<file path="src/rtl/alu_pipe.sv">
// alu_pipe: two-stage pipelined ALU with valid/ready on both sides.
// S1 holds the accepted operands, S2 holds the presented result. The
// result of each operation is also captured in acc_reg so that an acc=1
// operation can chain on the immediately preceding one without a stall.
module alu_pipe #(
    parameter int WIDTH  = 8,
    parameter bit ACC_EN = 1'b1
) (
    input  logic             clk,
    input  logic             rst,
    input  logic             in_valid,
    output logic             in_ready,
    input  logic [WIDTH-1:0] a,
    input  logic [WIDTH-1:0] b,
    input  logic [1:0]       sel,
    input  logic             acc,
    output logic             out_valid,
    input  logic             out_ready,
    output logic [WIDTH-1:0] out,
    output logic             zero,
    output logic             sgn
);

    typedef enum logic [1:0] {
        OP_SHADD = 2'd0,
        OP_SCADD = 2'd1,
        OP_NEG   = 2'd2,
        OP_ABS3  = 2'd3
    } op_e;

    // Stage 1: accepted operand set
    logic             s1_v;
    logic [WIDTH-1:0] s1_a;
    logic [WIDTH-1:0] s1_b;
    op_e              s1_sel;
    logic             s1_acc;

    // Stage 2: presented result
    logic             s2_v;
    logic [WIDTH-1:0] s2_out;
    logic             s2_zero;
    logic             s2_sgn;

    logic [WIDTH-1:0] acc_reg;

    // Combinational results from S1
    logic             s1_adv;
    logic             s1_load;
    logic [WIDTH-1:0] a1;
    logic [WIDTH-1:0] y3;
    logic [WIDTH-1:0] res;
    logic             res_sgn;

    // Handshake: out_ready reaches in_ready combinationally; in_valid never does.
    always_comb begin
        s1_adv   = s1_v && (!s2_v || out_ready);
        in_ready = !rst && (!s1_v || s1_adv);
        s1_load  = in_valid && in_ready;
    end

    // Datapath: operand select, the four operations and their flags.
    always_comb begin
        // NOTE: every output of this block gets a default first so no path
        // through the case can leave a variable unassigned and infer a latch.
        a1      = (ACC_EN && s1_acc) ? acc_reg : s1_a;
        y3      = a1 + (a1 << 1) - s1_b;
        res     = '0;
        res_sgn = 1'b0;
        unique case (s1_sel)
            OP_SHADD: res = (a1 << 2) + (s1_b >> 2);
            OP_SCADD: res = a1 + (s1_b << 1);
            OP_NEG:   res = (~s1_b) + WIDTH'(1);
            OP_ABS3:  res = y3[WIDTH-1] ? (~y3) + WIDTH'(1) : y3;
            default:  res = '0;
        endcase
        // For the absolute-value op the flag reports the sign before abs().
        res_sgn = (s1_sel == OP_ABS3) ? y3[WIDTH-1] : res[WIDTH-1];
    end

    // Stage 1 register: load on acceptance, empty when it advances unreplaced.
    always_ff @(posedge clk) begin
        // NOTE: state is written with non-blocking assignments so every
        // register samples pre-edge values regardless of statement order.
        if (rst) begin
            s1_v   <= 1'b0;
            s1_a   <= '0;
            s1_b   <= '0;
            s1_sel <= OP_SHADD;
            s1_acc <= 1'b0;
        end else if (s1_load) begin
            s1_v   <= 1'b1;
            s1_a   <= a;
            s1_b   <= b;
            s1_sel <= op_e'(sel);
            s1_acc <= acc;
        end else if (s1_adv) begin
            s1_v   <= 1'b0;
        end
    end

    // Stage 2 register and accumulator: both capture the S1 result as it advances.
    always_ff @(posedge clk) begin
        if (rst) begin
            s2_v    <= 1'b0;
            s2_out  <= '0;
            s2_zero <= 1'b0;
            s2_sgn  <= 1'b0;
            acc_reg <= '0;
        end else if (s1_adv) begin
            s2_v    <= 1'b1;
            s2_out  <= res;
            s2_zero <= (res == '0);
            s2_sgn  <= res_sgn;
            acc_reg <= res;
        end else if (s2_v && out_ready) begin
            s2_v    <= 1'b0;
        end
    end

    assign out_valid = s2_v;
    assign out       = s2_out;
    assign zero      = s2_zero;
    assign sgn       = s2_sgn;

endmodule

</file>
<file path="config.mk">
export PLATFORM = sky130hd
export DESIGN_NAME = alu_pipe
export DESIGN_NICKNAME = d
export VERILOG_FILES = /design/src/rtl/alu_pipe.sv
export SDC_FILE = /design/constraint.sdc
export NUM_CORES = 1
export LEC_CHECK = 0
export CORE_AREA = 5 5 86 80
export DETAILED_ROUTE_END_ITERATION = 6
export DIE_AREA = 0 0 91 85
export PLACE_DENSITY = 0.7
export SLEW_MARGIN = 20
export SYNTH_ARGS = -nofsm -noshare
export SYNTH_HDL_FRONTEND = slang
export SYNTH_SLANG_ARGS = --single-unit
</file>
<file path="constraint.sdc">
create_clock -name clk -period 4.17 [get_ports clk]
set_input_delay 1.0425 -clock clk [delete_from_list [all_inputs] [get_ports clk]]
set_output_delay 1.0425 -clock clk [all_outputs]
set_load 0.005 [all_outputs]
</file>
==> metrics.txt <==
status=finished clean; Starting Density=0.450; Hold Buf Count CTS=0; Gate Count Post-Synth=332; worst reg2reg path startpoint=s1_acc$_SDFFE_PP0P_; Total Routing Usage GR=0.171; LEAKAGE=0.00137 µW; vias=2,446; final setup margin=0.305 ns; compound-cell area share of the yosys netlist=0.183; WL final=6.66 mm; clock sink count=31; drt drc=0; Peak VDD IR=0.212 mV; Final Max Slew Viols=0; Post-Synth Adder-Cell Area=0.157; CTS resizes=0; worst skew pair latency=0.28 ns; XOR/XNOR share of the synthesized area=0.0527; Die ar.=0.00774 mm²; drt via density=5.61; number of instances in the placed design=429; share of layout cells above drive strength 1=0.0577; total power=1160 µW; die width=91 µm; routability cong.=0.909; YS warnings=0; Core Region=0.00591 mm²; period utilization=0.927; crit path DAT=4.05 ns; pwr dens=368 mW/mm²; mux cell area share after synthesis=0.0588; Clock Path Buffers=2; PortBufs=34; upper clock frequency limit=0.259 GHz; Synth Area in Simple Gates=0.247; worst endpoint required time=4.35 ns; vias in the first global route=2,255; Least-Margin Pin Slew=0.746 ns; worst hold path class=reg2reg; RSZ-0062 raised after global routing=false; max_slew headroom=0.503; Post-synth EDFFs=0; FFs w/ async S/R, synth=0; first-pass GRT wire length=10.9 mm; chip height=85 µm; Setup crit end kind=flop; flop2flop setup slack=0.31 ns; fin nets=415; library cells used by synthesis=52; Final Hold Vio Count=0; Syn Area/Cell=8.02 µm²; Finish-stage setup viols=0; setup TNS=0 ns; WHS=0.488 ns; CTS clk-pin slew, worst paths=0.06 ns; Storage cell area=621 µm²; sequential-to-total area share from yosys stat=0.233; pin count of the biggest net entering global routing=33; top_reg_cell synth=dfxtp_1; Layout Cells excl Fill=436; initial DRC count=144; clock root cell=clkbuf_8; Critical Path Start=s1_acc$_SDFFE_PP0P_; Area Growth Syn to Fin=18.8%; CTS buffer count=5; Min-Delay Startpoint=s1_a[1]$_SDFFE_PP0P_; fillers=538; Clock Skew=0.00329 ns; WL per Instance=15.3 µm; multi-input logic area=0.00186 mm²; post-CTS setup repair buffer count=0; # diodes=0; crit start category=flop; crit path time final=3.86 ns; Place WS=0.317 ns; Synth Cell Area=0.00266 mm²; largest family of logic cells by synthesized area=simple AND/OR/NAND/NOR gates; class of the most critical setup path=reg2reg; Placement Rows=27; initial antenna violation count=0; CP max FO=12; H-tree depth=2; DRT antenna net count=0; overflow left after global routing=0; IO Count=35; post-detail-place hpwl=5.33 mm; synthesized flop and latch total=31; CTS tree=done; Mapped Nets=383; number of detailed-route iterations in the first pass=4; max_cap viols=0
==> cell usage in the layout (no fill, tap or decap), types with 2 or more instances in the layout <==
cell and instances:
dfxtp_1 31, a211oi_1 11, nor3_1 12, clkbuf_8 6, mux2i_1 9, xnor2_1 11, nor2_1 24, nand2_1 40
o31ai_1 6, clkdlybuf4s50_1 34, a31oi_1 3, fa_1 9, xor2_1 5, a21o_1 6, o21bai_1 2, o21ai_0 7
o221ai_1 2, o21a_1 2, buf_4 7, a21oi_1 15, nor2b_1 2, o21ai_1 4, nand3b_1 15, inv_1 28
nand2b_1 6, ha_1 19, nand3_1 5, and2_1 2, o22ai_1 3, mux2_2 2, o211ai_1 3, nor3b_1 6
or3_1 5
==> through the flow <==
step / utilization / instance area, µm²
after floorplan: - / 2660
after global placement: 0.519 / 3070
after detailed placement: 0.519 / 3070
after CTS: 0.534 / 3160
after global routing: 0.535 / 3160
final: 0.535 / 3160
==> layout make-up <==
class / count / area share
Sequential cell: 31 / 0.196
Multi-Input combinational cell: 257 / 0.590
Tap cell: 72 / 0.0285
Timing Repair Buffer: 41 / 0.124
Inverter: 28 / 0.0333
Clock buffer: 6 / 0.0261
Clock inverter: 1 / 0.00158
==> cells in the mapped netlist (2+ instances only) <==
library cell / n / area (µm²)
buf_6: 2 / 22.5
mux2_2: 2 / 22.5
a21oi_1: 15 / 75.1
clkbuf_1: 14 / 52.6
o21bai_1: 2 / 15.0
a211oi_1: 11 / 82.6
o221ai_1: 2 / 17.5
nor2b_1: 2 / 12.5
mux2i_1: 10 / 100
xor2_1: 5 / 43.8
a31oi_1: 3 / 18.8
nand3_1: 5 / 25.0
nor3b_1: 6 / 45.0
o31ai_1: 6 / 45.0
nor3_1: 12 / 60.1
o21ai_0: 7 / 35.0
nor2_1: 24 / 90.1
o21a_1: 2 / 15.0
xnor2_1: 11 / 96.3
nand3b_1: 15 / 113
nand2b_1: 6 / 37.5
nand2_1: 40 / 150
a21o_1: 6 / 45.0
o211ai_1: 3 / 22.5
and2_1: 2 / 12.5
inv_1: 28 / 105
o21ai_1: 4 / 20.0
o22ai_1: 3 / 18.8
ha_1: 19 / 238
dfxtp_1: 31 / 621
fa_1: 9 / 180
or3_1: 5 / 31.3
==> metal layers <==
layer  vias up  wire length [µm]  share of wire  GRT usage
met5         -                 0              0          0
met4         0                19         0.0029     0.0227
met3         4               345          0.052     0.0337
met2        68              3100           0.47      0.274
met1      1143              3190           0.48      0.246
li1       1231                 -              -          -
==> final timing paths <==
kind                          endpoint  cells past startpoint
hold / removal    s1_a[1]$_SDFFE_PP0P_                      2
hold reg to reg   s1_a[1]$_SDFFE_PP0P_                      2
setup / recovery     zero$_SDFFE_PP0P_                     15
setup reg to reg     zero$_SDFFE_PP0P_                     15
==> kinds of logic (layout without fill, tap and decap cells) <==
logic type,Yosys count,count (layout)
AO/OA/AOI/OAI,71,71
XOR/XNOR,16,16
AND/OR/NAND/NOR,128,128
flip-flops,31,31
adder cells (fa/ha/maj),28,28
multiplexers,14,14
buffers and inverters,44,76
==> power breakdown <==
| group | total (µW) | internal (µW) | leakage (µW) | switching [µW] |
|---|---|---|---|---|
| logic | 576 | 262 | 0.00107 | 314 |
| clock network | 233 | 129 | 0.0000470 | 103 |
| registers | 354 | 318 | 0.000256 | 35.3 |
| total | 1160 | 709 | 0.00137 | 453 |
==> worst max-delay path: stages, from the launching register on <==
cell      delay (ns)
dfxtp_1         0.44
mux2i_2         0.30
inv_1           0.12
fa_1            0.53
ha_1            0.17
inv_1           0.05
fa_1            0.39
nand2b_1        0.18
a21oi_1         0.13
o22ai_1         0.11
xnor2_1         0.13
buf_4           0.17
or4b_1          0.54
nand3_1         0.14
o31ai_1         0.10
o32ai_2         0.26
Note: power is estimated with default switching activity, not from simulation.
